**src/rtl/ts_sync_framer_pkg.sv**
```systemverilog
// Shared constants for the MPEG-TS sync framer: the TS sync byte value,
// the default packet length and the framer FSM state encoding.
package ts_sync_framer_pkg;

  // Value every TS packet starts with.
  localparam logic [7:0] TS_SYNC_BYTE = 8'h47;

  // PACK_BYTE_SIZE default: standard 188-byte transport stream packet.
  localparam int DEF_PACK_BYTE_SIZE = 188;

  // Framer FSM encoding, kept as plain constants so older tools and
  // netlist viewers see the same numbers.
  localparam logic [1:0] ST_HUNT   = 2'd0;
  localparam logic [1:0] ST_VERIFY = 2'd1;
  localparam logic [1:0] ST_LOCKED = 2'd2;

endpackage : ts_sync_framer_pkg

```
**src/rtl/ts_sync_framer.sv**
```systemverilog
// ts_sync_framer: finds the 0x47 sync byte in a raw transport stream,
// confirms it over LOCK_COUNT consecutive packets, then flywheels on the
// packet grid, flagging every packet start with mpeg_sync. Lock is dropped
// after UNLOCK_COUNT consecutive missing sync bytes.
// Optional feature: define TS_SYNC_STATS_EN to build the sync-loss counter;
// otherwise sync_loss_count is tied to zero.
module ts_sync_framer
  import ts_sync_framer_pkg::*;
#(
  parameter int PACK_BYTE_SIZE = DEF_PACK_BYTE_SIZE,
  parameter int LOCK_COUNT     = 3,
  parameter int UNLOCK_COUNT   = 3
) (
  input  logic        mpeg_clk,
  input  logic        rst,
  input  logic [7:0]  in_data,
  input  logic        in_valid,
  output logic [7:0]  mpeg_data,
  output logic        mpeg_valid,
  output logic        mpeg_sync,
  output logic        locked,
  output logic [31:0] sync_loss_count
);

  localparam int              POS_W    = (PACK_BYTE_SIZE > 1) ? $clog2(PACK_BYTE_SIZE) : 1;
  localparam logic [POS_W-1:0] POS_LAST = POS_W'(PACK_BYTE_SIZE - 1);
  localparam logic [3:0]      LOCK_N   = 4'(LOCK_COUNT);
  localparam logic [3:0]      UNLOCK_N = 4'(UNLOCK_COUNT);

  logic [1:0]       state_q, state_d;
  logic [POS_W-1:0] pos_q, pos_d, pos_inc;
  logic [3:0]       hits_q, hits_d;
  logic [3:0]       misses_q, misses_d;
  logic [7:0]       data_q;
  logic             valid_q;
  logic             sync_q, sync_d;
  logic             locked_q;

  logic is_sync;
  logic at_zero;
  logic miss_last;

  assign is_sync   = (in_data == TS_SYNC_BYTE);
  assign at_zero   = (pos_q == '0);
  assign miss_last = ((misses_q + 4'd1) == UNLOCK_N);
  assign pos_inc   = (pos_q == POS_LAST) ? '0 : pos_q + POS_W'(1);

  // Next-state logic: framing FSM, packet position and hit/miss counters.
  always_comb begin
    // NOTE: every variable gets a default before any branch so no path
    // leaves it unassigned, which would otherwise infer a latch.
    state_d  = state_q;
    pos_d    = pos_q;
    hits_d   = hits_q;
    misses_d = misses_q;
    sync_d   = 1'b0;

    // Cycles without a valid byte leave everything frozen.
    if (in_valid) begin
      pos_d = pos_inc;
      case (state_q)
        ST_HUNT: begin
          // Position stays pinned at 0 while hunting; a candidate sync
          // byte makes the next byte position 1.
          if (is_sync) begin
            state_d = ST_VERIFY;
            hits_d  = 4'd1;
          end else begin
            pos_d = '0;
          end
        end
        ST_VERIFY: begin
          if (at_zero) begin
            if (is_sync) begin
              hits_d = hits_q + 4'd1;
              if ((hits_q + 4'd1) == LOCK_N) begin
                state_d  = ST_LOCKED;
                misses_d = 4'd0;
                sync_d   = 1'b1;
              end
            end else begin
              // False candidate: drop it and hunt from the next byte on.
              state_d = ST_HUNT;
              pos_d   = '0;
              hits_d  = 4'd0;
            end
          end
        end
        ST_LOCKED: begin
          if (at_zero) begin
            // Flywheel: the grid position is trusted even if the byte is bad.
            sync_d = 1'b1;
            if (is_sync) begin
              misses_d = 4'd0;
            end else if (miss_last) begin
              state_d  = ST_HUNT;
              pos_d    = '0;
              hits_d   = 4'd0;
              misses_d = 4'd0;
            end else begin
              misses_d = misses_q + 4'd1;
            end
          end
        end
        default: begin
          state_d = ST_HUNT;
          pos_d   = '0;
          hits_d  = 4'd0;
        end
      endcase
    end
  end

  // State and output registers; outputs line up with the byte they describe.
  always_ff @(posedge mpeg_clk) begin
    if (rst) begin
      state_q  <= ST_HUNT;
      pos_q    <= '0;
      hits_q   <= 4'd0;
      misses_q <= 4'd0;
      data_q   <= 8'd0;
      valid_q  <= 1'b0;
      sync_q   <= 1'b0;
      locked_q <= 1'b0;
    end else begin
      // NOTE: non-blocking assignments so every register samples the
      // pre-edge values, independent of statement order.
      state_q  <= state_d;
      pos_q    <= pos_d;
      hits_q   <= hits_d;
      misses_q <= misses_d;
      data_q   <= in_data;
      valid_q  <= in_valid;
      sync_q   <= sync_d;
      locked_q <= (state_d == ST_LOCKED);
    end
  end

  assign mpeg_data  = data_q;
  assign mpeg_valid = valid_q;
  assign mpeg_sync  = sync_q;
  assign locked     = locked_q;

`ifdef TS_SYNC_STATS_EN
  logic        loss_evt;
  logic [31:0] loss_cnt_q;

  assign loss_evt = in_valid && (state_q == ST_LOCKED) && at_zero && !is_sync && miss_last;

  // Saturating count of LOCKED -> HUNT transitions.
  always_ff @(posedge mpeg_clk) begin
    if (rst) begin
      loss_cnt_q <= 32'd0;
    end else if (loss_evt && (loss_cnt_q != 32'hFFFF_FFFF)) begin
      loss_cnt_q <= loss_cnt_q + 32'd1;
    end
  end

  assign sync_loss_count = loss_cnt_q;
`else
  assign sync_loss_count = 32'd0;
`endif

endmodule : ts_sync_framer
```
**config.mk**
```make
export PLATFORM = sky130hd
export DESIGN_NAME = ts_sync_framer
export DESIGN_NICKNAME = d
export VERILOG_FILES = /design/src/rtl/ts_sync_framer_pkg.sv /design/src/rtl/ts_sync_framer.sv
export SDC_FILE = /design/constraint.sdc
export NUM_CORES = 1
export LEC_CHECK = 0
export CAP_MARGIN = 20
export CORE_ASPECT_RATIO = 0.6
export CORE_MARGIN = 1
export CORE_UTILIZATION = 45
export CTS_CLUSTER_SIZE = 24
export DETAILED_ROUTE_END_ITERATION = 8
export DONT_BUFFER_PORTS = 1
export HOLD_SLACK_MARGIN = 0.15
export PLACE_DENSITY_LB_ADDON = 0.12
export REMOVE_ABC_BUFFERS = 1
export SYNTH_ARGS = -nofsm -noshare
export SYNTH_HDL_FRONTEND = slang
export SYNTH_SLANG_ARGS = --single-unit
export TNS_END_PERCENT = 1
```
**constraint.sdc**
```tcl
create_clock -name mpeg_clk -period 2.7 [get_ports mpeg_clk]
set_input_delay 0.54 -clock mpeg_clk [delete_from_list [all_inputs] [get_ports mpeg_clk]]
set_output_delay 0.54 -clock mpeg_clk [all_outputs]
set_load 0.005 [all_outputs]
```
Word-level counts from Yosys, hierarchy flattened
Index checks and enable logic that the tools add are counted.
W data, S select, Z words.
{ "totals": {"reg_bits": 29, "in_bits": 11, "output_inout_bits": 43, "word_cells": 67} }
{ "classes": {"n_addsub": 3, "eq_ne": 14, "mux": 35, "bitwise_logic": 1, "reduce_logical": 6} }
{ "ops": {"columns": ["cell", "count"], "rows": [
  ["$mux W4", 12],
  ["$mux W8", 6],
  ["$pmux W8 S3", 1],
  ["$mux W2", 8],
  ["$ne A2 B2 Y1 const B", 7],
  ["$pmux W4 S3", 1],
  ["$reduce_and A6 Y1", 2],
  ["$add A4 B1 Y4 const B", 2],
  ["$add A8 B1 Y8 const B", 1],
  ["$eq A4 B2 Y1 const B", 2],
  ["$eq A8 B7 Y1 const B", 1],
  ["$eq A8 B8 Y1 const B", 1],
  ["$logic_not A8 Y1", 1],
  ["$pmux W4 S2", 1],
  ["$pmux W2 S3", 1],
  ["$eq A2 B2 Y1 const B", 2],
  ["$mux W1", 4],
  ["$eq A2 B1 Y1 const B", 1],
  ["$logic_not A2 Y1", 1],
  ["$pmux W1 S2", 1],
  ["$reduce_bool A2 Y1", 1],
  ["$reduce_or A2 Y1", 1],
  ["$not A1 Y1", 1]
]} }

Depth between registers and ports, before layout
{ "logic_depth": {"depth_word": 8, "mapped_depth": 7, "depth_no_buf": 7} }

Worst setup path after synthesis
OpenSTA, ideal clock, no wires.
{ "synth_path": {"path_kind": "flip-flop to flip-flop", "startpoint": "register hits_q[0]", "endpoint": "register misses_q[2]", "setup_time_ns": 0.122, "t_arrival_ns": 1.927, "required_ns": 2.578, "path_slack_ns": 0.651, "stages_incl_launch_ff": 7, "n_path_buf": 0, "period_less_slack_ns": 2.049, "path_cell_list": "dfxtp_1 ha_1 or4b_2 o31ai_1 a31oi_1 o21ba_2 a221o_1"} }
{ "synth_via": {"elab_chain_len": 4} }
{ "synth_lines": {"columns": ["item", "line", "text"], "rows": [
  ["start, declared", "ts_sync_framer.sv:32", "logic [3:0] hits_q, hits_d;"],
  ["start signal, assigned", "ts_sync_framer.sv:130", "hits_q <= hits_d;"],
  ["$add A4 B1 Y4", "ts_sync_framer.sv:76", "if ((hits_q + 4'd1) == LOCK_N) begin"],
  ["$eq A4 B2 Y1", "ts_sync_framer.sv:76", null],
  ["$ne A2 B2 Y1 (no source line)", null, null],
  ["$reduce_and A6 Y1 (no source line)", null, null],
  ["end signal, assigned", "ts_sync_framer.sv:131", "misses_q <= misses_d;"],
  ["end, declared", "ts_sync_framer.sv:33", "logic [3:0] misses_q, misses_d;"]
]} }
No other way between the ends.
A chain may end at the register's enable or synchronous reset.

Worst setup path in the final report
{ "layout_path": {"startpoint": "register misses_q[0]", "endpoint": "register locked_q, in the netlist locked"} }
{ "layout_via": {"elab_chain_len": 8} }
{ "layout_lines": {"columns": ["item", "line", "text"], "rows": [
  ["$add A4 B1 Y4", "ts_sync_framer.sv:45", "assign miss_last = ((misses_q + 4'd1) == UNLOCK_N);"],
  ["$eq A4 B2 Y1", "ts_sync_framer.sv:45", null],
  ["$mux W2", "ts_sync_framer.sv:95", "end else if (miss_last) begin"],
  ["$mux W2", "ts_sync_framer.sv:93", "if (is_sync) begin"],
  ["$mux W2", "ts_sync_framer.sv:90", "if (at_zero) begin"],
  ["$pmux W2 S3", "ts_sync_framer.sv:61", "case (state_q)"],
  ["$mux W2", "ts_sync_framer.sv:59", "if (in_valid) begin"],
  ["$eq A2 B2 Y1", "ts_sync_framer.sv:135", "locked_q <= (state_d == ST_LOCKED);"],
  ["end signal, assigned", "ts_sync_framer.sv:135", null],
  ["end, declared", "ts_sync_framer.sv:37", "logic locked_q;"]
]} }
No other way between the ends.

==> impl_summary.txt <==
----------------------------------------------------
[Status]
  Result of the run ... complete, no violations

[Placed design]
  Worst Setup Slack post-DPL ... around 0.37 ns
  Placer congestion estimate ... 0.845
  HPWL after detailed placement ... 2960 µm
  Number of buffers added on ports ... 0
  Total placed cells including tap cells ... 275

[Cells and area]
  Synth-to-layout area growth ... 1.76%
  Sequential standard cell area ... just under 600 µm²
  Area taken by multi-input logic gates ... about 1100 µm²
  Total number of nets in the final design ... 246
  Filler Cells Inserted ... ~380
  Post-layout instance count excluding filler cells ... 283
  Antenna diode instance count ... 0
  Layout cell share with drive strength beyond 1 ... between 10% and 20%

[Clock network]
  Post-CTS resize count ... 0
  CTS Sinks ... 29
  Total of hold buffers inserted after clock tree synthesis ... 0
  Clock transition at path regs ... 0.06 ns
  CTS tree ... done
  Post-CTS Repair Setup Buffers ... 0
  CTS root buffer ... clkbuf_8
  Buffers from clock root to sink, at most ... 2
  Clock buffers created by TritonCTS ... 5
  Number of levels the H-tree was split into ... 2
  Clock insertion delay at the later pin of the skew report ... 0.28 ns

[Power]
  Internal ... 676 µW
  Leakage ... 0.000768 µW
  Portion of total power attributed to the clock network ... between 40% and 50%
  Worst-case vdd ir drop ... ~0.3 mV
  Reported net switching power ... 188 µW
  Pwr/cell area ... ~440 nW/µm²
  Part of the total power dissipated in sequential elements ... 50.8%
  Relative contribution of combinational cells to total power ... 3.7%
  Net switching share of the total power ... 21.8%

[GRT]
  Global-route wire length before repair ... around 6300 µm
  Maximum number of pins on one net before global-route repair ... 31
  Vias in the first global route ... ~1300
  Total GRT Usage ... 18.6%
  Number of antenna violations at the first check in global routing ... 0
  Leftover overflow at the end of global routing ... 0

[Synth]
  Proportion of synthesized chip area in sequential cells ... 30.3%
  Cell with the most instances after synthesis ... buf_4
  Number of instances in the synthesized netlist ... 224
  Main flop type after synthesis ... dfxtp_1
  Area share of the largest cell type after synthesis ... 30.3%
  Top cells by count, synth ... 32 x buf_4, 29 x dfxtp_1, 14 x nor2b_1
  Synth Register Bits ... 29
  Number of enable-type register cells in the synthesized netlist ... 0
  Largest cells by area after synthesis ... dfxtp_1 30%, buf_4 13%, ha_1 6.5%
  Proportion of synthesized flip-flops having asynchronous set or reset ... 0%
  Number of distinct library cells after synthesis ... 54
  Combined area of all synthesized cells ... around 1900 µm²
  Synth area leader ... dfxtp_1
  Post-synthesis area per instance ... 8.56 µm²
  Total of warnings raised by yosys ... 0

[Setup path]
  CP peak stage delay ... between 0.6 and 0.7 ns
  Startpoint types ... flop
  Highest net fanout along the worst path ... 7
  Critical path endpoint category ... flop
  Required arrival time at the worst endpoint ... 2.85 ns
  Data arrival time of the critical path ... approximately 2.5 ns
  Kind of critical path ... reg2reg
  Critical-path cell list ... ha_1 -> or4b_2 -> o31ai_1 -> a21boi_2 -> nor4_1 -> nor4b_2
  Top Family by Delay on Critical Path ... simple AND/OR/NAND/NOR gates
  Number of buffers and inverters on the critical path ... 0
  Critical Path Slowest Stage Cell ... or4b_2

[Route]
  Wire length per cell after detailed routing ... 13.7 µm
  Antenna Violating Nets Remaining ... 0
  Number of vias in the routed layout ... approximately 1500
  Iter 0 DRT Violations ... 120
  DRT Pass-1 Iters ... 4
  Total wire length after detailed routing ... 3860 µm
  Mean number of vias per cell ... 5.37
  Number of remaining DRC errors ... 0

[Die]
  Number of rows created at floorplan ... 17
  Starting density of the core ... roughly half
  X dimension of the die ... 86.3 µm
  Die footprint ... ~4500 µm²
  Die height ... 52.6 µm
  Core Footprint ... 3870 µm²
  Top Ports ... 54

[STA]
  Final critical-path share of the clock period ... 88.3%
  Final setup violation count ... 0
  Highest attainable clock frequency ... 419 MHz
  Post-layout min period ... around 2.4 ns
  Setup repair after global routing missed its margin ... false
  Least setup slack across all paths after layout ... between 0.3 and 0.4 ns
  Worst slew pin tran ... 0.690 ns
  Max Clock Skew ... ~0.0039 ns
  Slew Limit Fails ... 0
  Worst slack on hold paths ... 0.329 ns
  Slew headroom ... 53.6%
  Final Hold Violating Endpoints ... 0
  Final sum of negative setup slack ... 0 ns

[Hold path]
  Hold crit path type ... in2reg

[Job]
  Max capacitance violation total ... 0

----------------------------------------------------
-- sequential cells by signal, indices dropped and copies added, names as in the netlist --
signal,cells
mpeg_data,8
pos_q,8
hits_q,4
misses_q,4
state_q,2
locked,1
mpeg_sync,1
mpeg_valid,1
-- routing by layer --
layer  routed length [µm]  share of wire [%]  vias up  GRT usage (%)
met5                    0                  0        -              0
met4                   46                1.2        0           9.44
met3                  217                5.6        4           5.04
met2                 1590                 41       63           25.3
met1                 2010                 52      722           26.6
li1                     -                  -      732              -
-- power groups by stage --
stage	Clock (µW)	Combinational [µW]	Sequential, µW
final	393	31.7	439
after global routing	432	36.6	440
after CTS	407	31.0	439
after detailed placement	0	31.0	448
after global placement	0	30.2	449
after floorplan	0	26.2	447
-- stage by stage --
| step | utilization, % | total power (µW) | instance area [µm²] |
|---|---|---|---|
| final | 50.4 | 864 | 1950 |
| after global routing | 50.4 | 908 | 1950 |
| after CTS | 50.4 | 878 | 1950 |
| after detailed placement | 47.8 | 479 | 1850 |
| after global placement | 47.8 | 479 | 1850 |
| after floorplan | - | 474 | 1760 |
-- layout make-up --
cell class | count | area share (%)
inverters | 10 | 1.92
multi-input cells | 176 | 58.3
repair buffers | 3 | 1.15
clock inverters | 1 | 0.257
well taps | 57 | 3.66
clock buffers | 7 | 4.94
flip-flops and latches | 29 | 29.8
-- worst paths after layout --
check | startpoint | slack [ns] | endpoint | cells after the start
max reg2reg | misses_q[0] | 0.32 | locked | 6
min reg2reg | pos_q[5] | 0.54 | pos_q[5] | 2
min | rst | 0.33 | state_q[0] | 1
max | misses_q[0] | 0.32 | locked | 6
-- cells in the final DEF, fill, tap and decap left out, types with 3 or more instances in the layout --
cell type,synthesis,final
dfxtp_1,29,29
conb_1,1,32
a21boi_0,3,3
nand2b_1,3,3
nor2b_1,14,14
ha_1,10,10
nor3_1,6,6
buf_4,32,3
nor4_1,3,3
nand2_1,10,10
a21oi_1,12,12
nor2_1,11,11
o21ai_0,9,9
nor3b_1,4,4
and2_1,3,3
inv_1,10,10
clkbuf_8,0,7
nand3_1,12,12
-- worst register-to-register path, cell delays in order, from the launching register on --
cell and delay [ns]:
dfxtp_1 0.37, ha_1 0.26, or4b_2 0.63, o31ai_1 0.21, a21boi_2 0.13, nor4_1 0.55
nor4b_2 0.10
-- cells by family after synthesis --
logic type / count (synthesis) / share of synthesized area, %
XOR/XNOR: 2 / 0.914
AO/OA/AOI/OAI: 47 / 17.7
flip-flops: 29 / 30.3
multiplexers: 1 / 0.587
adder cells (fa/ha/maj): 10 / 6.53
AND/OR/NAND/NOR: 84 / 27.4
buffers and inverters: 50 / 16.4
other: 1 / 0.196
Note: power is estimated with default switching activity, not from simulation.
